==> src/rtl/prio_event_encoder.sv <==
// prio_event_encoder: registered, parametrised event priority encoder.
// Captures single-cycle request pulses into sticky pending bits. On each
// free output slot it picks one pending, unmasked line and presents its
// index on a valid/ready channel. The pick is fixed priority (highest index
// wins) or round-robin. A line re-requested while still pending, and not
// being taken on that edge, raises a one-cycle overflow pulse.
// Optional build macro PRIO_EVENT_ENCODER_DROP_CNT_EN adds a saturating
// 16-bit count of overflow pulses, together with a synchronous clear input.
module prio_event_encoder #(
  parameter int N       = 8,
  parameter int RR_MODE = 0,
  localparam int W      = (N > 1) ? $clog2(N) : 1
) (
  input  logic         clk,
  input  logic         rst,
`ifdef PRIO_EVENT_ENCODER_DROP_CNT_EN
  input  logic         drop_clr_i,
  output logic [15:0]  drop_cnt_o,
`endif
  input  logic [N-1:0] req_i,
  input  logic [N-1:0] mask_i,
  output logic [W-1:0] idx_o,
  output logic         valid_o,
  input  logic         ready_i,
  output logic [N-1:0] pending_o,
  output logic         overflow_o
);

  // Returns the found flag in the MSB and the highest set index of vec in
  // the low W bits. The index bits are zero when no bit is set.
  function automatic logic [W:0] find_highest(input logic [N-1:0] vec);
    logic [W:0] res;
    res = {(W+1){1'b0}};
    for (int k = 0; k < N; k++) begin
      if (vec[k]) begin
        res = {1'b1, W'(k)};
      end
    end
    return res;
  endfunction

  // State registers
  logic [N-1:0] pending_r;
  logic         valid_r;
  logic [W-1:0] idx_r;
  logic         overflow_r;
  logic [W-1:0] rr_ptr_r;

  // Selection datapath
  logic         load_s;
  logic [N-1:0] cand_s;
  logic [N-1:0] below_s;
  logic [N-1:0] cand_lo_s;
  logic [W:0]   hit_lo_s;
  logic [W:0]   hit_all_s;
  logic         cand_any_s;
  logic [W-1:0] win_s;
  logic [N-1:0] take_s;

  // The output slot can take a new index when it is empty or being accepted.
  // Candidates are the pending lines that are currently eligible.
  always_comb begin
    load_s = !valid_r || ready_i;
    cand_s = pending_r & mask_i;
  end

  // Round-robin splits the candidates into those strictly below the pointer
  // (searched first, highest first) and the rest. Searching the low group
  // first and then the whole set gives a descending search from rr_ptr-1
  // that wraps to N-1. When the pointer is zero the low group is empty, so
  // the first search after reset is plain fixed priority.
  always_comb begin
    for (int k = 0; k < N; k++) begin
      below_s[k] = (k < int'(rr_ptr_r));
    end
    if (RR_MODE != 0) begin
      cand_lo_s = cand_s & below_s;
    end else begin
      cand_lo_s = {N{1'b0}};
    end
  end

  // Pick the winner. It comes from the low group if that group has any
  // candidate, otherwise from the whole candidate set.
  always_comb begin
    hit_lo_s   = find_highest(cand_lo_s);
    hit_all_s  = find_highest(cand_s);
    cand_any_s = hit_all_s[W];
    if (hit_lo_s[W]) begin
      win_s = hit_lo_s[W-1:0];
    end else begin
      win_s = hit_all_s[W-1:0];
    end
  end

  // One-hot mask of the pending bit consumed on this edge. It is zero unless
  // a new index is actually loaded.
  always_comb begin
    for (int k = 0; k < N; k++) begin
      take_s[k] = load_s && cand_any_s && (win_s == W'(k));
    end
  end

  // Pending capture (a new request beats the clear of the same bit),
  // overflow detection, output channel and round-robin pointer.
  always_ff @(posedge clk) begin
    if (rst) begin
      pending_r  <= {N{1'b0}};
      valid_r    <= 1'b0;
      idx_r      <= {W{1'b0}};
      overflow_r <= 1'b0;
      rr_ptr_r   <= {W{1'b0}};
    end else begin
      pending_r  <= req_i | (pending_r & ~take_s);
      overflow_r <= |(req_i & pending_r & ~take_s);
      if (load_s) begin
        if (cand_any_s) begin
          idx_r   <= win_s;
          valid_r <= 1'b1;
          if (RR_MODE != 0) begin
            rr_ptr_r <= win_s;
          end else begin
            rr_ptr_r <= {W{1'b0}};
          end
        end else begin
          // Nothing eligible: drop valid and keep the last index visible.
          valid_r <= 1'b0;
        end
      end else begin
        // Backpressured: the presented index and valid stay frozen.
        valid_r <= valid_r;
      end
    end
  end

  assign pending_o  = pending_r;
  assign valid_o    = valid_r;
  assign idx_o      = idx_r;
  assign overflow_o = overflow_r;

`ifdef PRIO_EVENT_ENCODER_DROP_CNT_EN
  logic [15:0] drop_cnt_r;

  // Count the cycles in which overflow is asserted. The count saturates at
  // all-ones, and a clear in the same cycle as an increment wins.
  always_ff @(posedge clk) begin
    if (rst) begin
      drop_cnt_r <= 16'h0000;
    end else if (drop_clr_i) begin
      drop_cnt_r <= 16'h0000;
    end else if (overflow_r && (drop_cnt_r != 16'hFFFF)) begin
      drop_cnt_r <= drop_cnt_r + 16'h0001;
    end else begin
      drop_cnt_r <= drop_cnt_r;
    end
  end

  assign drop_cnt_o = drop_cnt_r;
`endif

endmodule

==> config.mk <==
export PLATFORM = sky130hd
export DESIGN_NAME = prio_event_encoder
export DESIGN_NICKNAME = d
export VERILOG_FILES = /design/src/rtl/prio_event_encoder.sv
export SDC_FILE = /design/constraint.sdc
export NUM_CORES = 1
export LEC_CHECK = 0
export ABC_AREA = 1
export BUFFER_PORTS_ARGS = -buffer_cell sky130_fd_sc_hd__buf_2
export CAP_MARGIN = 20
export CELL_PAD_IN_SITES_DETAIL_PLACEMENT = 1
export CELL_PAD_IN_SITES_GLOBAL_PLACEMENT = 2
export CORE_ASPECT_RATIO = 2
export CORE_MARGIN = 4
export CORE_UTILIZATION = 23
export DETAILED_ROUTE_END_ITERATION = 7
export MAX_ROUTING_LAYER = met4
export PLACE_DENSITY = 0.87
export SLEW_MARGIN = 20
export SYNTH_ARGS = -nofsm -noshare
export SYNTH_HDL_FRONTEND = slang
export SYNTH_SLANG_ARGS = --single-unit
==> constraint.sdc <==
create_clock -name clk -period 1.7 [get_ports clk]
set_input_delay 0.085 -clock clk [delete_from_list [all_inputs] [get_ports clk]]
set_output_delay 0.085 -clock clk [all_outputs]
set_load 0.02 [all_outputs]
Word level (Yosys, flattened, before mapping):

Index checks and enable logic that the tools add are counted.

* register bits: 13
* input port bits: 19

* equality and inequality tests: 7
* muxes and demuxes: 9
* bitwise gates (word level): 6
* reduce and logical (&&, ||, !) cells: 14

Operators with widths (number)
* $and A8 B8 Y8: 4
* $mux W4: 8
* $eq A3 B3 Y1 const B: 4
* $logic_and A1 B1 Y1: 9
* $not A8 Y8: 1
* $or A8 B8 Y8: 1
* $reduce_or A8 Y1: 1
* $eq A3 B2 Y1 const B: 2
* $eq A3 B1 Y1 const B: 1
* $logic_not A3 Y1: 1
* $reduce_and A2 Y1: 1
* $logic_not A1 Y1: 1
* $logic_or A1 B1 Y1: 1
* $mux W1: 1

Logic depth before layout (Yosys ltp):

* word-level depth: 14
* mapped depth: 13
* gate-level depth less buffers: 13

Least setup slack after synthesis:

OpenSTA, ideal clock, no wires.

* path type: reg-to-reg
* from: register pending_r[1], in the netlist pending_o[1]
* to: register overflow_r, in the netlist overflow_o
* arrival: 1253 ps
* required time: 1568 ps
* path slack: 315 ps
* cell stages (with the launch flop): 14
* period minus slack after synthesis: 1385 ps
* cell sequence: dfxtp_1 -> nand2_1 -> inv_1 -> nand2_1 -> nand2_1 -> nand2_1 -> nand2_1 -> nand2_2 -> nand2_2 -> nand3_1 -> nand2_1 -> nand2_1 -> nor2_1 -> a21oi_1

* longest elaborated chain between the ends: 13

Ends and longest elaborated chain
* start: declaration: RTL line 43 `logic [N-1:0] pending_r;`
* start signal: assignment: RTL line 108 `pending_r <= {N{1'b0}};`
* start signal: assignment: RTL line 114 `pending_r <= req_i | (pending_r & ~take_s);`
* $and A8 B8 Y8: RTL line 64 `cand_s = pending_r & mask_i;`
* $mux W4 (7 in series): RTL line 35 `if (vec[k]) begin`
* $eq A3 B1 Y1, or another cell as far along: RTL line 100 `take_s[k] = load_s && cand_any_s && (win_s == W'(k));`
* $logic_and A1 B1 Y1: RTL line 100
* $not A8 Y8: RTL line 115 `overflow_r <= |(req_i & pending_r & ~take_s);`
* $and A8 B8 Y8 (*): RTL line 115
* $reduce_or A8 Y1 (*): RTL line 115
* end signal: assignment: RTL line 115
* end: declaration: RTL line 46 `logic overflow_r;`

Every way passes the cells marked *; elsewhere a longest branch is shown, timed or not.
A chain may end at the register's enable or synchronous reset.

Worst setup path in the final report:

Same ends and word-level chain as after synthesis.

==> flow_metrics.env <==
export IMPL_cts_root_buf="clkbuf_8"
export IMPL_rows=29
export IMPL_place_gp_congestion=0.742
export IMPL_grt_util_all_layers=0.104
export IMPL_pin_count=32
export IMPL_synth_top_family_by_area="simple AND/OR/NAND/NOR gates"
export IMPL_synth_warnings=0
export IMPL_post_drt_via_cell_ratio=4.62
export IMPL_clock_power_share=0.321
export IMPL_grt_setup_unrepaired="false"
export IMPL_first_pass_iters=3
export IMPL_worst_slew_pin_slew_ps=265
export IMPL_hold_viol=0
export IMPL_outcome="finished clean"
export IMPL_final_nets=165
export IMPL_synth_top_area_frac=0.344
export IMPL_cpLargestDelayFamily="simple AND/OR/NAND/NOR gates"
export IMPL_max_cap_violations=0
export IMPL_swShare=0.349
export IMPL_ys_seq_elements=13
export IMPL_wire_per_inst_um=12.2
export IMPL_finalPower_uw=921
export IMPL_p_per_area_nw_per_um2=927
export IMPL_die_y_um=89.1
export IMPL_setup_viol=0
export IMPL_drive_gt1_frac=0.366
export IMPL_area_delta_synth_final_pct=31.2
export IMPL_dp_hpwl_um=1860
export IMPL_synthTopCellsByCount="29 x nand2_1, 15 x inv_1, 14 x nor2_1, 13 x dfxtp_1, 10 x a21oi_1"
export IMPL_design_area_um2=993
export IMPL_start_kind="flip-flop"
export IMPL_p_leak_nw=0.573
export IMPL_drt_wl_total_um=2150
export IMPL_p_int_uw=599
export IMPL_synth_xor_area_share=0
export IMPL_portBuffers=31
export IMPL_cts_hold_fix_buffers=0
export IMPL_fp_dieW_um=48.6
export IMPL_drc=0
export IMPL_synth_compound_area_share=0.145
export IMPL_power_frac_comb=0.291
export IMPL_path_buf_inv=1
export IMPL_synth_edf_count=0
export IMPL_drt_initial_drc_count=11
export IMPL_worstPathRequired_ps=1830
export IMPL_fin_setup_tns_ps=0
export IMPL_grt_pass1_wl_um=3390
export IMPL_synth_cell_area_um2=757
export IMPL_cpMostUsedCell="nand2_1"
export IMPL_skew_ps=2.16
export IMPL_grt_antenna_before_repair=0
export IMPL_cts_tree="built"
export IMPL_coreArea_um2=3160
export IMPL_htreeDepth=1
export IMPL_synth_most_common_cell="nand2_1"
export IMPL_fin_crit_ps=1510
export IMPL_synth_avg_cell_area_um2=6.82
export IMPL_cp_slowest_cell="dfxtp_2"
export IMPL_path_clk_slew_ps=60
export IMPL_gr_total_overflow=0
export IMPL_crit_chain="nand2_1 > inv_1 > nand2_1 > nand2_1 > nand2_1 > nand2_1 > nand2_2 > nand2_2 > nand3_1 > nand2_1 > nand2_1 > nor2_1 > a21oi_1"
export IMPL_synth_adder_area_share=0
export IMPL_ys_async_sr_fraction=0
export IMPL_initial_core_util=0.240
export IMPL_yosys_most_used_dff="dfxtp_1"
export IMPL_cp_data_arrival_time_ps=1640
export IMPL_worst_hold_path_type="primary input to flip-flop"
export IMPL_yosysUniqueCellTypes=21
export IMPL_ant_nets=0
export IMPL_final_core_util=0.315
export IMPL_max_freq_mhz=664
export IMPL_synthTopCellsByArea="dfxtp_1 34%, nand2_1 14%, inv_1 7.4%"
export IMPL_synth_cells=111
export IMPL_p_switching_uw=321
export IMPL_yosysSeqAreaShare=0.344
export IMPL_synthSimpleGateAreaFrac=0.412
export IMPL_grt_pass1_vias=840
export IMPL_irDropWorstVdd_mv=0.293
export IMPL_clock_latency_ps=250
export IMPL_maxSlewViolCount=0
export IMPL_period_share=0.885
export IMPL_cts_buffer_depth=2
export IMPL_die_area_um2=4330
export IMPL_antenna_cells=0
export IMPL_setup_worst_path_end_class="flip-flop"
export IMPL_numCtsBuffers=3
export IMPL_placed_area_um2=947
export IMPL_pwr_share_seq=0.388
export IMPL_worstPathMaxFanout=5
export IMPL_clock_sinks=13
export IMPL_synth_top_cell_by_area="dfxtp_1"
export IMPL_syn_nets=130
export IMPL_holdWs_ps=55.6
export IMPL_criticalPathCategory="flip-flop to flip-flop"
export IMPL_relSlewSlack=0.824
export IMPL_grt_max_degree=14
export IMPL_worst_path_largest_cell_delay_ps=340
export IMPL_muxShareOfSynthArea=0
export IMPL_num_vias=813
[power groups by stage]
stage          combinational (mW)  clock, mW  sequential [mW]
2_1_floorplan               0.147          0            0.399
3_3_place_gp                0.266          0            0.362
3_5_place_dp                0.273          0            0.365
4_1_cts                     0.274      0.303            0.358
5_1_grt                     0.298      0.313            0.362
6_report                    0.268      0.295            0.357
[final cells by class]
cell class | count | area [um2]
multi-input cells | 79 | 422
repair buffers | 31 | 155
inverters | 18 | 71.3
fillers | 418 | 2160
well taps | 31 | 38.8
flip-flops and latches | 13 | 262
clock buffers | 4 | 45.0
[routing by layer]
metal	routed length [um]	GRT usage	vias up	share of wire
met4	57	0.0588	0	0.027
li1	-	-	415	-
met3	102	0.0217	5	0.048
met1	706	0.0796	376	0.33
met5	0	-	-	0
met2	1280	0.214	17	0.60
[placed cells by master, fill, tap and decap left out, types with 3 or more instances in the layout]
cell and count:
dfxtp_1 12, clkbuf_8 3, inv_1 15, nand2_4 3
nand2_1 29, nand4_1 4, nand3_1 4, buf_2 31
nand2_2 6, nor2_1 14, a21oi_1 10
[state kept, by name, summed over array words and instances (netlist names)]
signal / count
overflow_o: 1
pending_o: 8
valid_o: 1
idx_o: 3
[worst register-to-register path, stage by stage, from the launching register on]
cell	delay, ps
dfxtp_2	340
nand2_1	80
inv_1	60
nand2_1	50
nand2_1	60
nand2_1	50
nand2_1	70
nand2_2	90
nand2_2	100
nand3_1	110
nand2_1	90
nand2_1	60
nor2_1	160
a21oi_1	80
[logic make-up after synthesis]
kind of cell	count (synthesis)
buffers and inverters	19
AOI/OAI and AO/OA	15
and+or+nand+nor	64
DFF	13
[metrics by stage]
step	std cells	worst slack, ps
after floorplan	111	315
after global placement	172	181
after detailed placement	172	129
after CTS	176	117
after global routing	176	34.0
final	176	195
[timing repair]
item / 4_1_cts / 5_1_grt
setup endpoints to repair: 0 / 1
resized for setup: 0 / 1
endpoints found under the hold margin: 0 / 0
buffers inserted: 0 / 0
[worst paths after layout]
| path | from | to | slack (ps) | depth (start not counted) |
|---|---|---|---|---|
| max | pending_o[1] | overflow_o | 190 | 13 |
| min reg2reg | idx_o[1] | idx_o[1] | 490 | 2 |
| max reg2reg | pending_o[1] | overflow_o | 190 | 13 |
| min | req_i[2] | pending_o[2] | 60 | 3 |
Note: power is estimated with default switching activity, not from simulation.
